**config.mk**
```make
export PLATFORM = sky130hd
export DESIGN_NAME = sseg_scan_driver
export DESIGN_NICKNAME = d
export VERILOG_FILES = /design/src/rtl/sseg_scan_driver.sv
export SDC_FILE = /design/constraint.sdc
export NUM_CORES = 1
export LEC_CHECK = 0
export ABC_AREA = 1
export CORE_ASPECT_RATIO = 1.4
export CORE_MARGIN = 4
export CORE_UTILIZATION = 23
export DETAILED_ROUTE_END_ITERATION = 8
export HOLD_SLACK_MARGIN = 0.02
export MAX_ROUTING_LAYER = met4
export PLACE_DENSITY_LB_ADDON = 0.12
export SLEW_MARGIN = 20
export SYNTH_ARGS = -nofsm -noshare
export SYNTH_HDL_FRONTEND = slang
export SYNTH_SLANG_ARGS = --single-unit
```
**constraint.sdc**
```tcl
create_clock -name clk -period 2.6 [get_ports clk]
set_input_delay 0.39 -clock clk [delete_from_list [all_inputs] [get_ports clk]]
set_output_delay 0.39 -clock clk [all_outputs]
set_load 0.02 [all_outputs]
```
**src/rtl/sseg_scan_driver.sv**
```systemverilog
// sseg_scan_driver
//
// Time-multiplexed seven-segment display driver. It scans a packed set of
// per-digit segment patterns onto one shared active-low cathode bus, with one
// active-low anode per digit.
//
// The segment data is latched into a shadow register once per frame so that
// a pattern change in the middle of a frame never tears the display. Each
// digit is preceded by a blanking gap with all anodes off, which suppresses
// ghosting.
//
// Parameters:
//   DIGITS - number of multiplexed digits (>= 1)
//   DIV    - clock cycles each digit is lit per frame (>= 1)
//   BLANK  - clock cycles with all anodes off before each digit (>= 0)
//
// Ports:
//   clk        - system clock, rising edge
//   rst        - asynchronous reset, active low
//   en         - scan enable; low keeps the display dark and the scan at digit 0
//   ssegValues - active-high segment patterns; digit k is at [7k+6:7k], bit 7k = segment a
//   digit_mask - per-digit enable; 0 keeps that anode off during its slot
//   an         - registered anodes, active low
//   seg        - registered cathodes, active low, seg[0] = segment a
//   frame_done - one-cycle pulse in the first cycle of each new frame
module sseg_scan_driver #(
    parameter int DIGITS = 4,
    parameter int DIV    = 100000,
    parameter int BLANK  = 1000
) (
    input  logic                  clk,
    input  logic                  rst,
    input  logic                  en,
    input  logic [7*DIGITS-1:0]   ssegValues,
    input  logic [DIGITS-1:0]     digit_mask,
    output logic [DIGITS-1:0]     an,
    output logic [6:0]            seg,
    output logic                  frame_done
);

    localparam int DIGIT_W = (DIGITS > 1) ? $clog2(DIGITS) : 1;
    localparam int TMR_MAX = (DIV > BLANK) ? DIV : BLANK;
    localparam int TMR_W   = $clog2(TMR_MAX + 1);

    localparam logic [DIGIT_W-1:0] DIGIT_LAST = DIGIT_W'(DIGITS - 1);
    localparam logic [TMR_W-1:0]   DIV_LAST   = TMR_W'(DIV - 1);
    localparam logic [TMR_W-1:0]   BLANK_LAST = TMR_W'((BLANK > 0) ? BLANK - 1 : 0);

    typedef enum logic [1:0] {
        ST_IDLE,
        ST_BLANK,
        ST_ON
    } state_t;

    // With no blanking gap every slot starts directly in the lit phase.
    localparam state_t FIRST_ST = (BLANK == 0) ? ST_ON : ST_BLANK;

    state_t                state_q, state_d;
    logic [DIGIT_W-1:0]    digit_q, digit_d;
    logic [TMR_W-1:0]      timer_q, timer_d;
    logic [7*DIGITS-1:0]   shadow_q, shadow_d;
    logic [DIGITS-1:0]     an_q, an_d;
    logic [6:0]            seg_q, seg_d;
    logic                  frame_done_q, frame_done_d;

    // Next-state logic. The outputs are derived from the next state so the
    // registered outputs always describe the phase the block is in during
    // the following cycle.
    always_comb begin
        state_d      = state_q;
        digit_d      = digit_q;
        timer_d      = timer_q;
        shadow_d     = shadow_q;
        frame_done_d = 1'b0;

        if (!en) begin
            state_d = ST_IDLE;
            digit_d = '0;
            timer_d = '0;
        end else begin
            case (state_q)
                ST_IDLE: begin
                    shadow_d = ssegValues;
                    digit_d  = '0;
                    timer_d  = '0;
                    state_d  = FIRST_ST;
                end
                ST_BLANK: begin
                    if (timer_q == BLANK_LAST) begin
                        state_d = ST_ON;
                        timer_d = '0;
                    end else begin
                        timer_d = timer_q + 1'b1;
                    end
                end
                ST_ON: begin
                    if (timer_q == DIV_LAST) begin
                        timer_d = '0;
                        state_d = FIRST_ST;
                        // Wrapping past the last digit starts a new frame,
                        // which is the only point the shadow is refreshed.
                        if (digit_q == DIGIT_LAST) begin
                            digit_d      = '0;
                            shadow_d     = ssegValues;
                            frame_done_d = 1'b1;
                        end else begin
                            digit_d = digit_q + 1'b1;
                        end
                    end else begin
                        timer_d = timer_q + 1'b1;
                    end
                end
                default: begin
                    state_d = ST_IDLE;
                    digit_d = '0;
                    timer_d = '0;
                end
            endcase
        end

        // The cathodes carry the digit's pattern even when its anode is
        // masked off; the mask is applied live every cycle.
        an_d  = '1;
        seg_d = 7'h7F;
        if (state_d == ST_ON) begin
            an_d[digit_d] = ~digit_mask[digit_d];
            seg_d         = ~shadow_d[7*int'(digit_d) +: 7];
        end
    end

    always_ff @(posedge clk or negedge rst) begin
        if (!rst) begin
            state_q      <= ST_IDLE;
            digit_q      <= '0;
            timer_q      <= '0;
            shadow_q     <= '0;
            an_q         <= '1;
            seg_q        <= 7'h7F;
            frame_done_q <= 1'b0;
        end else begin
            state_q      <= state_d;
            digit_q      <= digit_d;
            timer_q      <= timer_d;
            shadow_q     <= shadow_d;
            an_q         <= an_d;
            seg_q        <= seg_d;
            frame_done_q <= frame_done_d;
        end
    end

    assign an         = an_q;
    assign seg        = seg_q;
    assign frame_done = frame_done_q;

endmodule

```
==> out/results.tsv <==
metric	value	unit
GPL Wtd Cong	0.781	
CTS tree	built	
outcome	finished, final reports clean	
Setup CP Type	reg2reg	
CTS Hold Bufs	0	
via count	3577	
CTS max path bufs	2	
Worst VDD drop	0.257	mV
DRT iter0 DRCs	156	
Total Power	2810	uW
clock root buffer	clkbuf_16	
CTS buffer count	9	
R2R setup slack	0.51	ns
Port Buffers	46	
Synth Flop Type	dfrtp_1	
CP top delay family	simple AND/OR/NAND/NOR gates	
Fmax	479	MHz
Synth-to-Final Area Change	28.1	%
Final Hold Vio Count	0	
Post-Syn Area per Cell	6.96	um2
Vias/cell	4.52	
CP max FO	20	
Post-synth top cells	nand2_1, inv_1, dfrtp_1	
MaxCap Viol Count	0	
YS warnings	0	
first-pass GRT wire length	19.4	mm
top-area cell type share of the netlist area	33.2	%
post-cts resize count	0	
Buf+Inv Stages, Crit Path	0	
TNS Setup	0	ns
gr ovfl total	0	
path type of the worst min-delay path	in2async	
wire length per cell	14.9	um
slowest stage delay, CP	0.36	ns
initial antenna violation count	0	
worst flop-to-flop path endpoint	an[0]$_DFF_PN1_	
CP max-delay cell	dfrtp_1	
final setup skew	0.00842	ns
top-count cell post-synth	nand2_1	
Mapped Area	3770	um2
Routed Antenna Nets	0	
FILL cells	1746	
final period utilization	80.3	%
pwr/cell area	581	nW/um2
largest net degree at the start of global routing	30	
number of distinct library cells after synthesis	32	
final instance area	4830	um2
die span in y	160	um
Worst setup EP type	flop	
row count	55	
Seq/Total Area, Yosys	40.8	%
minimum clock period	2.09	ns
Core ar.	16200	um2
Initial DRT Pass Iterations	4	
Setup Fix Bufs, Post-CTS	0	
post-DP HPWL	8.12	mm
Placement Cell Area	4490	um2
worst r2r path cells	13	
H-tree lvl count	3	
Initial Util	23.3	%
clock latency on the worst-skew pair	0.33	ns
Critical Path Most Common Cell	nand2_2	
Leakage	0.00242	uW
largest cells by area after synthesis	dfrtp_1, nand2_1, inv_1, dfstp_2, nand3_1	
Setup Viol. Count Final	0	
die footprint	18500	um2
Post-Synthesis Cells	542	
EDFF count, synth	0	
relative slew slack	58.4	%
critical path data required time	2.87	ns
fin nets	628	
asr flop ratio synth	100	%
# IOs	47	
vias in the first global route	3796	
drt total wl	11.8	mm
TritonCTS Sinks	61	
ANT cells	0	
Global Route Usage Sum	13.9	%
worst hold slack	0.0789	ns
Crit path arrival time	2.36	ns
Worst R2R Start	timer_q[0]$_DFF_PN0_	
fraction of layout instances using a drive strength above 1	8.61	%
die width	116	um
DRC	0	
Worst Setup Start Kind	flop	
number of synthesized register bits	61	
Pins Over Slew Limit	0	
largest area contributor in the netlist	dfrtp_1	
unrepaired setup endpoints after global routing	false	
clock-pin slew on the worst setup and hold paths	0.05	ns
Least-Margin Pin Slew	0.623	ns
syn nets	583	
critical path cell sequence	ha_1 > nand3_2 > nor2_2 > nand3_1 > nand2_1 > nand2_2 > nand2_2 > nand2_2 > nand2_2 > nand2_1 > o21ai_1 > nand2_1 > nand3_1	
==> per-layer routing <==
metal	vias up	global-route usage [%]	part of all wire, %	routed length, um
met4	0	5.07	1.7	197
met2	61	24.4	54	6370
met3	17	2.43	2.5	297
li1	1790	-	-	-
met5	-	-	0	0
met1	1709	15.3	42	4910
==> layout by cell type, fill, tap and decap left out, types with 2 or more instances in the layout <==
| cell | instances |
|---|---|
| buf_12 | 4 |
| o22ai_1 | 29 |
| nor3_1 | 6 |
| o21ai_0 | 3 |
| dfstp_2 | 11 |
| clkbuf_16 | 9 |
| bufinv_16 | 3 |
| dfrtp_1 | 50 |
| nor2_1 | 39 |
| o21ai_1 | 2 |
| nand2_1 | 164 |
| clkbuf_1 | 2 |
| nand2_2 | 4 |
| nor2_2 | 2 |
| nand3_1 | 43 |
| nand4_1 | 31 |
| xor2_1 | 7 |
| ha_1 | 6 |
| inv_1 | 108 |
| buf_4 | 9 |
| clkdlybuf4s50_1 | 45 |
==> worst reg2reg max path, cell delays in order, from the launching register on <==
cell and delay, ns:
dfrtp_1 0.36, ha_1 0.21, nand3_2 0.14, nor2_2 0.15, nand3_1 0.11, nand2_1 0.10, nand2_2 0.07, nand2_2 0.09
nand2_2 0.07, nand2_2 0.31, nand2_1 0.09, o21ai_1 0.09, nand2_1 0.13, nand3_1 0.11
==> flip-flops by register name (all words and copies together), names as in the netlist <==
signal	count
digit_q	2
state_q	2
seg	7
an	4
timer_q	17
shadow_q	28
frame_done	1
==> layout make-up <==
cell class | count | area [um2] | area share (%)
Multi-Input combinational cell | 347 | 1690 | 35.0
Sequential cell | 61 | 1540 | 31.9
Timing Repair Buffer | 59 | 603 | 12.5
Inverter | 109 | 409 | 8.47
Tap cell | 199 | 249 | 5.15
Clock buffer | 12 | 246 | 5.10
Clock inverter | 4 | 95.1 | 1.97
==> cell families (layout without fill, tap and decap cells) <==
group           after synthesis  after routing  share of synthesized area, %
compound gates               37             37                          6.27
flops                        61             61                          40.8
simple gates                296            296                          34.6
fa+ha+maj                     6              6                          1.99
buf+inv                     134            184                          14.5
xor+xnor                      8              8                          1.86
==> worst max path at each step <==
stage / from / end / slack [ns] / depth (start not counted)
2_1_floorplan: state_q[0]$_DFF_PN0_ / seg[0]$_DFF_PN1_ / 0.81 / 13
3_3_place_gp: en / seg[2]$_DFF_PN1_ / 0.31 / 11
3_5_place_dp: en / seg[2]$_DFF_PN1_ / 0.30 / 11
4_1_cts: timer_q[0]$_DFF_PN0_ / seg[2]$_DFF_PN1_ / 0.47 / 14
5_1_grt: timer_q[0]$_DFF_PN0_ / an[2]$_DFF_PN1_ / 0.20 / 13
6_report: timer_q[0]$_DFF_PN0_ / an[0]$_DFF_PN1_ / 0.51 / 13
==> per-stage QoR <==
| stage | std cells | util (%) | worst slack, ns |
|---|---|---|---|
| 3_5_place_dp | 775 | 27.8 | 0.302 |
| 5_1_grt | 791 | 29.9 | 0.201 |
| 4_1_cts | 791 | 29.9 | 0.471 |
| 6_report | 791 | 29.9 | 0.512 |
| 3_3_place_gp | 775 | 27.8 | 0.308 |
| 2_1_floorplan | 542 | - | 0.808 |
==> power breakdown <==
part | internal [uW] | total, uW | switching, uW | leakage (uW)
clock network | 961 | 1400 | 434 | 0.000167
logic | 154 | 381 | 227 | 0.00148
registers | 1010 | 1030 | 18.7 | 0.000764
Note: power is estimated with default switching activity, not from simulation.
